`src/rtl/uart_cmd_pkg.sv`:
```
// -----------------------------------------------------------------------------
// uart_cmd_pkg
// Shared types and constants for the UART command responder.
//   state_e     : frame parser / bus master FSM states
//   OP_*        : command opcodes carried in the first frame byte
//   RSP_*       : fixed response bytes returned on the tx stream
//   is_known_op : true for the two opcodes the parser understands
//   csum_step   : one step of the running XOR used by the optional
//                 UART_CMD_CHECKSUM_EN frame checksum
// -----------------------------------------------------------------------------
package uart_cmd_pkg;

    typedef enum logic [2:0] {
        IDLE = 3'd0,
        ADDR = 3'd1,
        DATA = 3'd2,
        CSUM = 3'd3,
        BUS  = 3'd4,
        RESP = 3'd5
    } state_e;

    localparam logic [7:0] OP_WRITE = 8'h57;  // 'W'
    localparam logic [7:0] OP_READ  = 8'h52;  // 'R'
    localparam logic [7:0] RSP_OK   = 8'h4B;  // 'K'
    localparam logic [7:0] RSP_ERR  = 8'h45;  // 'E'

    function automatic logic is_known_op(input logic [7:0] op);
        return (op == OP_WRITE) || (op == OP_READ);
    endfunction

    function automatic logic [7:0] csum_step(input logic [7:0] acc, input logic [7:0] b);
        return acc ^ b;
    endfunction

endpackage

```
`src/rtl/uart_cmd_responder_timer.sv`:
```
// -----------------------------------------------------------------------------
// uart_cmd_timer
// Loadable up-counter with clear, enable and a registered expiry flag.
// The counter saturates at LIMIT-1; expired is high exactly while the count
// equals LIMIT-1, so a caller enabling it from zero sees expired on the
// LIMIT-th enabled cycle.
// Ports:
//   clk, rst   : clock, synchronous active-high reset
//   clr        : synchronous clear to zero (priority over load/enable)
//   en         : count up by one
//   load       : load load_val (priority over enable)
//   load_val   : value for load
//   expired    : count == LIMIT-1
// -----------------------------------------------------------------------------
module uart_cmd_timer #(
    parameter int LIMIT = 1024,
    parameter int WIDTH = (LIMIT > 1) ? $clog2(LIMIT) : 1
) (
    input  logic             clk,
    input  logic             rst,
    input  logic             clr,
    input  logic             en,
    input  logic             load,
    input  logic [WIDTH-1:0] load_val,
    output logic             expired
);

    localparam logic [WIDTH-1:0] LAST = WIDTH'(LIMIT - 1);

    logic [WIDTH-1:0] count_r;
    logic             expired_r;

    // Counter and expiry flag; expiry tracks the value being written to count_r.
    always_ff @(posedge clk) begin
        if (rst) begin
            count_r   <= {WIDTH{1'b0}};
            expired_r <= 1'b0;
        end else if (clr) begin
            count_r   <= {WIDTH{1'b0}};
            expired_r <= 1'b0;
        end else if (load) begin
            count_r   <= load_val;
            expired_r <= (load_val == LAST);
        end else if (en && !expired_r) begin
            count_r   <= count_r + WIDTH'(1);
            expired_r <= ((count_r + WIDTH'(1)) == LAST);
        end else begin
            count_r   <= count_r;
            expired_r <= expired_r;
        end
    end

    assign expired = expired_r;

endmodule

```
`src/rtl/uart_cmd_responder.sv`:
```
// -----------------------------------------------------------------------------
// uart_cmd_responder
// Parses read/write command frames arriving on the UART rx stream, performs a
// single-beat access on a req/ack bus master port and answers with one byte
// on the tx stream per frame.
//   Frame: OP, ADDR[ADDR_BYTES] (MSB first), DATA (write only)
//   Reply: 'K' after a write, read data after a read, 'E' on bad opcode or
//          bus timeout.
// Build option: define UART_CMD_CHECKSUM_EN to require a trailing XOR byte
// over all preceding frame bytes; a mismatch answers 'E' without bus access.
// Ports:
//   clk, rst                      : clock, synchronous active-high reset
//   rx_data/rx_valid/rx_ready     : command byte stream in
//   tx_data/tx_valid/tx_ready     : response byte stream out
//   bus_req/bus_we/bus_addr/
//   bus_wdata                     : bus request, held until bus_ack
//   bus_ack/bus_rdata             : single-cycle completion and read data
// -----------------------------------------------------------------------------
module uart_cmd_responder
    import uart_cmd_pkg::*;
#(
    parameter int ADDR_BYTES = 2,
    parameter int TIMEOUT    = 1024
) (
    input  logic                    clk,
    input  logic                    rst,
    input  logic [7:0]              rx_data,
    input  logic                    rx_valid,
    output logic                    rx_ready,
    output logic [7:0]              tx_data,
    output logic                    tx_valid,
    input  logic                    tx_ready,
    output logic                    bus_req,
    output logic                    bus_we,
    output logic [8*ADDR_BYTES-1:0] bus_addr,
    output logic [7:0]              bus_wdata,
    input  logic                    bus_ack,
    input  logic [7:0]              bus_rdata
);

    localparam int AW    = 8 * ADDR_BYTES;
    localparam int CNT_W = $clog2(ADDR_BYTES + 1);
    localparam int TMR_W = (TIMEOUT > 1) ? $clog2(TIMEOUT) : 1;
    localparam logic [CNT_W-1:0] CNT_LAST = CNT_W'(ADDR_BYTES - 1);

    state_e           state_r;
    logic [CNT_W-1:0] cnt_r;
    logic             op_write_r;
    logic [AW-1:0]    addr_r;
    logic             rx_ready_r;
    logic [7:0]       tx_data_r;
    logic             tx_valid_r;
    logic             bus_req_r;
    logic             bus_we_r;
    logic [AW-1:0]    bus_addr_r;
    logic [7:0]       bus_wdata_r;
`ifdef UART_CMD_CHECKSUM_EN
    logic [7:0]       csum_r;
`endif

    logic             rx_fire_s;
    logic             tx_fire_s;
    logic [AW-1:0]    addr_next_s;
    logic             timer_clr_s;
    logic             timer_en_s;
    logic             timer_expired_s;

    assign rx_fire_s   = rx_valid & rx_ready_r;
    assign tx_fire_s   = tx_valid_r & tx_ready;
    // Address register with the incoming byte shifted in at the LSB end.
    assign addr_next_s = AW'({addr_r, rx_data});
    // Timer runs only while a bus request is outstanding and is zero on entry.
    assign timer_clr_s = (state_r != BUS);
    assign timer_en_s  = (state_r == BUS);

    uart_cmd_timer #(
        .LIMIT (TIMEOUT),
        .WIDTH (TMR_W)
    ) u_timer (
        .clk      (clk),
        .rst      (rst),
        .clr      (timer_clr_s),
        .en       (timer_en_s),
        .load     (1'b0),
        .load_val ({TMR_W{1'b0}}),
        .expired  (timer_expired_s)
    );

    // Frame parser, bus master and response FSM with all outputs registered.
    always_ff @(posedge clk) begin
        if (rst) begin
            state_r     <= IDLE;
            cnt_r       <= {CNT_W{1'b0}};
            op_write_r  <= 1'b0;
            addr_r      <= {AW{1'b0}};
            rx_ready_r  <= 1'b0;
            tx_data_r   <= 8'h00;
            tx_valid_r  <= 1'b0;
            bus_req_r   <= 1'b0;
            bus_we_r    <= 1'b0;
            bus_addr_r  <= {AW{1'b0}};
            bus_wdata_r <= 8'h00;
`ifdef UART_CMD_CHECKSUM_EN
            csum_r      <= 8'h00;
`endif
        end else begin
            case (state_r)
                IDLE: begin
                    if (rx_fire_s) begin
                        if (is_known_op(rx_data)) begin
                            op_write_r <= (rx_data == OP_WRITE);
                            cnt_r      <= {CNT_W{1'b0}};
                            rx_ready_r <= 1'b1;
                            state_r    <= ADDR;
`ifdef UART_CMD_CHECKSUM_EN
                            csum_r     <= rx_data;
`endif
                        end else begin
                            // Unknown opcode: answer at once, nothing else of the frame is parsed.
                            rx_ready_r <= 1'b0;
                            tx_data_r  <= RSP_ERR;
                            tx_valid_r <= 1'b1;
                            state_r    <= RESP;
                        end
                    end else begin
                        rx_ready_r <= 1'b1;
                    end
                end

                ADDR: begin
                    if (rx_fire_s) begin
                        addr_r <= addr_next_s;
`ifdef UART_CMD_CHECKSUM_EN
                        csum_r <= csum_step(csum_r, rx_data);
`endif
                        if (cnt_r == CNT_LAST) begin
                            if (op_write_r) begin
                                state_r <= DATA;
                            end else begin
`ifdef UART_CMD_CHECKSUM_EN
                                state_r <= CSUM;
`else
                                rx_ready_r <= 1'b0;
                                bus_req_r  <= 1'b1;
                                bus_we_r   <= 1'b0;
                                bus_addr_r <= addr_next_s;
                                state_r    <= BUS;
`endif
                            end
                        end else begin
                            cnt_r <= cnt_r + CNT_W'(1);
                        end
                    end else begin
                        cnt_r <= cnt_r;
                    end
                end

                DATA: begin
                    if (rx_fire_s) begin
                        bus_wdata_r <= rx_data;
`ifdef UART_CMD_CHECKSUM_EN
                        csum_r      <= csum_step(csum_r, rx_data);
                        state_r     <= CSUM;
`else
                        rx_ready_r  <= 1'b0;
                        bus_req_r   <= 1'b1;
                        bus_we_r    <= 1'b1;
                        bus_addr_r  <= addr_r;
                        state_r     <= BUS;
`endif
                    end else begin
                        bus_wdata_r <= bus_wdata_r;
                    end
                end

`ifdef UART_CMD_CHECKSUM_EN
                CSUM: begin
                    if (rx_fire_s) begin
                        rx_ready_r <= 1'b0;
                        if (rx_data == csum_r) begin
                            bus_req_r  <= 1'b1;
                            bus_we_r   <= op_write_r;
                            bus_addr_r <= addr_r;
                            state_r    <= BUS;
                        end else begin
                            tx_data_r  <= RSP_ERR;
                            tx_valid_r <= 1'b1;
                            state_r    <= RESP;
                        end
                    end else begin
                        csum_r <= csum_r;
                    end
                end
`endif

                BUS: begin
                    // An ack in the timeout cycle is checked first and wins.
                    if (bus_ack) begin
                        bus_req_r  <= 1'b0;
                        tx_data_r  <= op_write_r ? RSP_OK : bus_rdata;
                        tx_valid_r <= 1'b1;
                        state_r    <= RESP;
                    end else if (timer_expired_s) begin
                        bus_req_r  <= 1'b0;
                        tx_data_r  <= RSP_ERR;
                        tx_valid_r <= 1'b1;
                        state_r    <= RESP;
                    end else begin
                        bus_req_r <= 1'b1;
                    end
                end

                RESP: begin
                    if (tx_fire_s) begin
                        tx_valid_r <= 1'b0;
                        rx_ready_r <= 1'b1;
                        state_r    <= IDLE;
                    end else begin
                        tx_valid_r <= 1'b1;
                    end
                end

                default: begin
                    rx_ready_r <= 1'b0;
                    tx_valid_r <= 1'b0;
                    bus_req_r  <= 1'b0;
                    state_r    <= IDLE;
                end
            endcase
        end
    end

    assign rx_ready  = rx_ready_r;
    assign tx_data   = tx_data_r;
    assign tx_valid  = tx_valid_r;
    assign bus_req   = bus_req_r;
    assign bus_we    = bus_we_r;
    assign bus_addr  = bus_addr_r;
    assign bus_wdata = bus_wdata_r;

endmodule

```
`config.mk`:
```
export PLATFORM = sky130hd
export DESIGN_NAME = uart_cmd_responder
export DESIGN_NICKNAME = d
export VERILOG_FILES = /design/src/rtl/uart_cmd_pkg.sv /design/src/rtl/uart_cmd_responder_timer.sv /design/src/rtl/uart_cmd_responder.sv
export SDC_FILE = /design/constraint.sdc
export NUM_CORES = 1
export LEC_CHECK = 0
export ABC_AREA = 1
export BUFFER_PORTS_ARGS = -buffer_cell sky130_fd_sc_hd__buf_4
export CAP_MARGIN = 25
export CORE_AREA = 2 2 127 92
export DETAILED_ROUTE_END_ITERATION = 8
export DIE_AREA = 0 0 129 94
export GPL_ROUTABILITY_DRIVEN = 0
export PLACE_DENSITY = 0.54
export SKIP_CTS_REPAIR_TIMING = 1
export SLEW_MARGIN = 20
export SYNTH_ARGS = -nofsm -noshare
export SYNTH_HDL_FRONTEND = slang
export SYNTH_SLANG_ARGS = --single-unit
```
`constraint.sdc`:
```
create_clock -name clk -period 1.7 [get_ports clk]
set_input_delay 0.34 -clock clk [delete_from_list [all_inputs] [get_ports clk]]
set_output_delay 0.34 -clock clk [all_outputs]
set_load 0.05 [all_outputs]
```
# After elaboration in Yosys (flattened, before gate mapping)
# Index checks and enable logic that the tools add are counted.
# classes
bitwise_logic	5
eq_ne	19
addsub	2
n_reduce_logical	20
muxes	48
# ops
cell	count
two-way mux 16 bit	4
two-way mux 8 bit	5
one-hot mux 16 bit (2 select lines)	1
two-way mux 3 bit	9
two-way mux 1 bit	18
!= test 2 bit (second input constant)	9
equality test 8 x 7 -> 1 bit (second input constant)	2
one-hot mux 8 bit (2 select lines)	1
one-hot mux 3 bit (5 select lines)	1
AND reduction 5 bit	3
AND reduction 6 bit	2
adder 10 x 1 -> 10 bit (second input constant)	1
equality test 10 bit (second input constant)	1
two-way mux 2 bit	4
one-hot mux 1 bit (4 select lines)	2
AND reduction 4 bit	2
equality test 3 bit (second input constant)	2
!= test 3 bit (second input constant)	2
nonzero test 2 bit	3
OR reduction 2 bit	3
one-hot mux 1 bit (5 select lines)	1
one-hot mux 2 bit (2 select lines)	1
AND reduction 2 bit	2
equality test 3 x 1 -> 1 bit (second input constant)	1
11 further kinds	14
# word_totals
wordCells	107
input_bits	21
output_inout_bits	36
register_bits	69

# Depth between registers and ports, before layout
# depth
word_depth	5
ltp_mapped	10
ltp_nobuf	9

# Modules after synthesis
# From an unflattened synthesis, not the netlist that was laid out.
# hier_totals
cells_unflattened	512
area_unflattened_um2	3447.1
# modules_own_cells
mod	instances	cells_each	area_each_um2	seq_area_each_um2
uart_cmd_responder	1	377	2618.8	1161.1
uart_cmd_timer	1	135	828.3	220.2

# Least setup slack after synthesis
# No wires, ideal clock.
# synth_path
kind	register to register
start	reg rx_ready_r (netlist: rx_ready)
end	reg bus_addr_r[10] (netlist: bus_addr[10])
required_ns	1.584
path_stages_with_launch	9
setup_ns	0.116
n_path_buf	1
path_slack_ns	-0.009
arrival_time_ns	1.593
period_less_slack_ns	1.709
path_cell_list	dfxtp_1 nand2_1 inv_1 nand2_1 nand2_2 nand4_4 buf_6 o21ai_0 nor2_1
# synth_via
elab_chain_len	3
elab_cells_between_ends	4
cone_classes	eq/ne: 2; bitwise: 1; reduce/logical: 1
# synth_lines
element	line	rtl
from (decl)	uart_cmd_responder.sv:50	logic rx_ready_r;
from (signal assigned)	uart_cmd_responder.sv:96	rx_ready_r <= 1'b0;
from (signal assigned)	uart_cmd_responder.sv:113	rx_ready_r <= 1'b1;
from (signal assigned)	uart_cmd_responder.sv:120	rx_ready_r <= 1'b0;
bitwise AND 1 bit *	uart_cmd_responder.sv:68	assign rx_fire_s = rx_valid & rx_ready_r;
!= test 2 bit (no line)	-	
AND reduction 5 bit (no line) *	-	
to (signal assigned)	uart_cmd_responder.sv:101	bus_addr_r <= {AW{1'b0}};
to (signal assigned)	uart_cmd_responder.sv:146	bus_addr_r <= addr_next_s;
to (signal assigned)	uart_cmd_responder.sv:168	bus_addr_r <= addr_r;
to (decl)	uart_cmd_responder.sv:55	logic [AW-1:0] bus_addr_r;
# Every way passes the cells marked *; elsewhere a longest branch is shown, timed or not.
# A chain may end at the register's enable or synchronous reset.

# Final worst setup path
# layout_path
start	reg state_r[0]
end	reg tx_data_r[5] (netlist: tx_data[5])
# layout_via
elab_chain_len	3
elab_cells_between_ends	8
cone_classes	eq/ne: 4; mux: 1; reduce/logical: 3
# layout_lines
element	line	rtl
from (decl)	uart_cmd_responder.sv:46	state_e state_r;
from (signal assigned)	uart_cmd_responder.sv:92	state_r <= IDLE;
from (signal assigned)	uart_cmd_responder.sv:114	state_r <= ADDR;
from (signal assigned)	uart_cmd_responder.sv:123	state_r <= RESP;
equality test 3 bit or zero test 3 bit (tied branches)	uart_cmd_responder.sv:107	case (state_r)
!= test 3 bit (no line) (tied with other cells)	-	
AND reduction 4 bit (no line)	-	
to (signal assigned)	uart_cmd_responder.sv:200	tx_data_r <= op_write_r ? RSP_OK : bus_rdata;
to (decl)	uart_cmd_responder.sv:51	logic [7:0] tx_data_r;
# Several ways; a longest one is shown, not always the timed one.

==> key figures <==
Flow run
  • Max-cap violations: 0

GRT
  • Number of antenna violations at the first check in global routing: 0
  • GRT Overall Usage: 15.1%
  • First-pass GRT wire length: 14.2 mm
  • Maximum number of pins on one net before global-route repair: 47
  • Overflow after GRT: 0
  • Number of global-route vias before repair: 2878

Routing
  • Total routed wirelength: 8.49 mm
  • Initial detailed-routing violation count: 214
  • Vias after detailed routing: 3094
  • Routed length per placed instance: 12.5 µm
  • Drt drc: 0
  • Drt first pass iters: 4
  • Number of antenna-violating nets in the routed design: 0
  • Via density per instance: 4.56

Floorplan
  • Top-level port count: 57
  • Core box area: 0.0109 mm²
  • Die Span X: 129 µm
  • Effective utilization at floorplan: 29.7%
  • Number of placement rows: 32
  • Die height: 94 µm
  • Area of the die: 0.0121 mm²

Synthesis
  • Number of synthesized flops with an enable pin: 0
  • Yosys warns: 0
  • Cell accounting for the most synthesized area: dfxtp_1
  • Post-synthesis cell area: 0.00322 mm²
  • Share of the yosys chip area belonging to registers: 42.8%
  • Share of flip-flops with an asynchronous set or reset after synthesis: 0%
  • Average footprint of a synthesized cell: 7.07 µm²
  • Flop and latch count out of synthesis: 69
  • Main synth FF type: dfxtp_1
  • Leading post-synthesis cells by cell area: dfxtp_1 43%, o21ai_0 11%, nand2_1 8.3%, nor2_1 7.9%, a21oi_1 6.7%
  • Share of the synthesized area in the top cell type: 42.8%
  • Cell count after synthesis: 456
  • Number of distinct library cells after synthesis: 32
  • Post-synth net total: 480

Clock network
  • Total clock buffers created by CTS: 9
  • Htree depth: 3
  • Clock Sink Count: 69
  • CTS clock-pin slew for the worst setup and hold paths: 60 ps
  • Clock root buffer: clkbuf_16
  • TritonCTS clock tree: built
  • Insertion delay to the later sink of the worst-skew pair: 340 ps
  • Max Buffers Root-to-Sink: 2

Worst setup path
  • Startpoint kind of the worst setup timing path: flip-flop
  • Type of element capturing the critical path: flip-flop
  • Required time at the endpoint of the critical path: 1930 ps
  • Worst Path Class, Setup: reg -> reg
  • Crit path max fanout: 11
  • Arr. time, crit path: 1750 ps

Run status
  • Outcome: completed

STA
  • Number of failing setup endpoints in the final timing report: 0
  • Transition time of the tightest slew-check pin: 333 ps
  • Post-layout min period: 1520 ps
  • Max-slew headroom: 77.8%
  • Final setup skew: 5.45 ps
  • Max-slew violation count: 0
  • Hold violation count in the final report: 0
  • Final critical-path share of the clock period: 89.5%
  • Maximum operating frequency: 657 MHz
  • Setup TNS: 0 ps
  • Unrepaired setup endpoints after global routing: no

Cells and area
  • Most common cell after layout, fill and taps aside: o21ai_0
  • Net total in the final layout: 545
  • Antenna Cells: 0
  • Final design instance area without fill: 0.00422 mm²
  • Share of cells above drive strength 1: 21.5%
  • Layout-stage area growth over the synthesis result: 30.7%
  • Leading cell types in the layout, fill and taps excluded: 71 x o21ai_0, 69 x nand2_1, 68 x nor2_1, 68 x dfxtp_1, 68 x buf_4

Power and ir drop
  • Leak pwr: 1.80 nW
  • Power density relative to cell area: 1750 mW/mm²
  • Worst IR drop on VDD: 0.889 mV

Placed design
  • Instance area at placement: 0.00386 mm²
  • # port buffers: 56
  • Half-perimeter wire length after placement: 6.12 mm

Worst hold path
  • Worst hold path type: in -> reg
metrics by stage:
stage                     hold WS [ps]  total power (W)  worst slack (ps)  instances  utilization [%]
after global routing               252          0.00784              19.1        679             38.8
after floorplan                    409          0.00451               188        456                -
after detailed placement           438          0.00530              54.3        662             35.5
final                              259          0.00738               178        679             38.8
after global placement             432          0.00526              98.2        662             35.5
after CTS                          245          0.00737              90.9        678             38.5
routing by layer:
layer  vias up  GRT usage, %  routed length [µm]
li1       1629             -                   -
met1      1391          22.0                4530
met2        66          20.5                3430
met3         8          4.90                 419
met4         0          5.71                 107
met5         -             0                   0
cell usage after synthesis (2+ instances only):
master / count
a21oi_1: 43
a31oi_1: 3
buf_2: 5
buf_6: 4
clkbuf_1: 7
dfxtp_1: 69
ha_1: 3
inv_1: 50
inv_2: 5
nand2_1: 71
nand2_2: 6
nand3_1: 21
nand4_1: 7
nor2_1: 68
nor2_2: 3
nor2_4: 2
o211ai_1: 2
o21ai_0: 72
o41ai_1: 2
path summary, 6_finish.rpt:
check,start,end,slack (ps),depth (start not counted)
setup reg to reg,state_r[0]$_SDFFE_PP0P_,tx_data[5]$_SDFFE_PP0P_,180,6
setup / recovery,state_r[0]$_SDFFE_PP0P_,tx_data[5]$_SDFFE_PP0P_,180,6
hold / removal,rst,tx_valid$_SDFFE_PP0P_,260,2
hold reg to reg,addr_r[8]$_SDFFE_PP0P_,addr_r[8]$_SDFFE_PP0P_,440,2
critical path, stage by stage (launching register included):
cell	delay (ps)
dfxtp_1	380
nor2_1	210
nand3_2	220
o21ai_2	230
inv_2	130
a21oi_1	170
nor2_1	60
state kept, by name, indices dropped and copies added (netlist names), 2 cells and up:
register and flops:
addr_r 16, bus_addr 16, u_timer.count_r 10, bus_wdata 8, tx_data 8, state_r 3
cnt_r 2
where the power goes:
group          total [W]  switching, W  internal [W]
logic            0.00313       0.00212       0.00101
clock network    0.00204      0.000752       0.00129
registers        0.00221      0.000238       0.00197
cell families (layout without fill, tap and decap cells):
group / after synthesis / count (layout) / share of synthesized area, %
adders and majority gates: 3 / 3 / 1.16
DFF: 69 / 69 / 42.8
AOI/OAI and AO/OA: 124 / 124 / 19.9
and+or+nand+nor: 185 / 185 / 25.5
buffers and inverters: 74 / 144 / 10.3
xor gates and xnor gates: 1 / 1 / 0.272
layout make-up:
cell class / count / area, µm²
timing repair buffer: 72 / 582
clock buffer: 9 / 225
fill: 1120 / 6640
inverter: 56 / 218
tap: 153 / 191
sequential: 69 / 1380
clock inverter: 7 / 100
multi-input combinational: 313 / 1520
(Power assumes the default switching activity.)
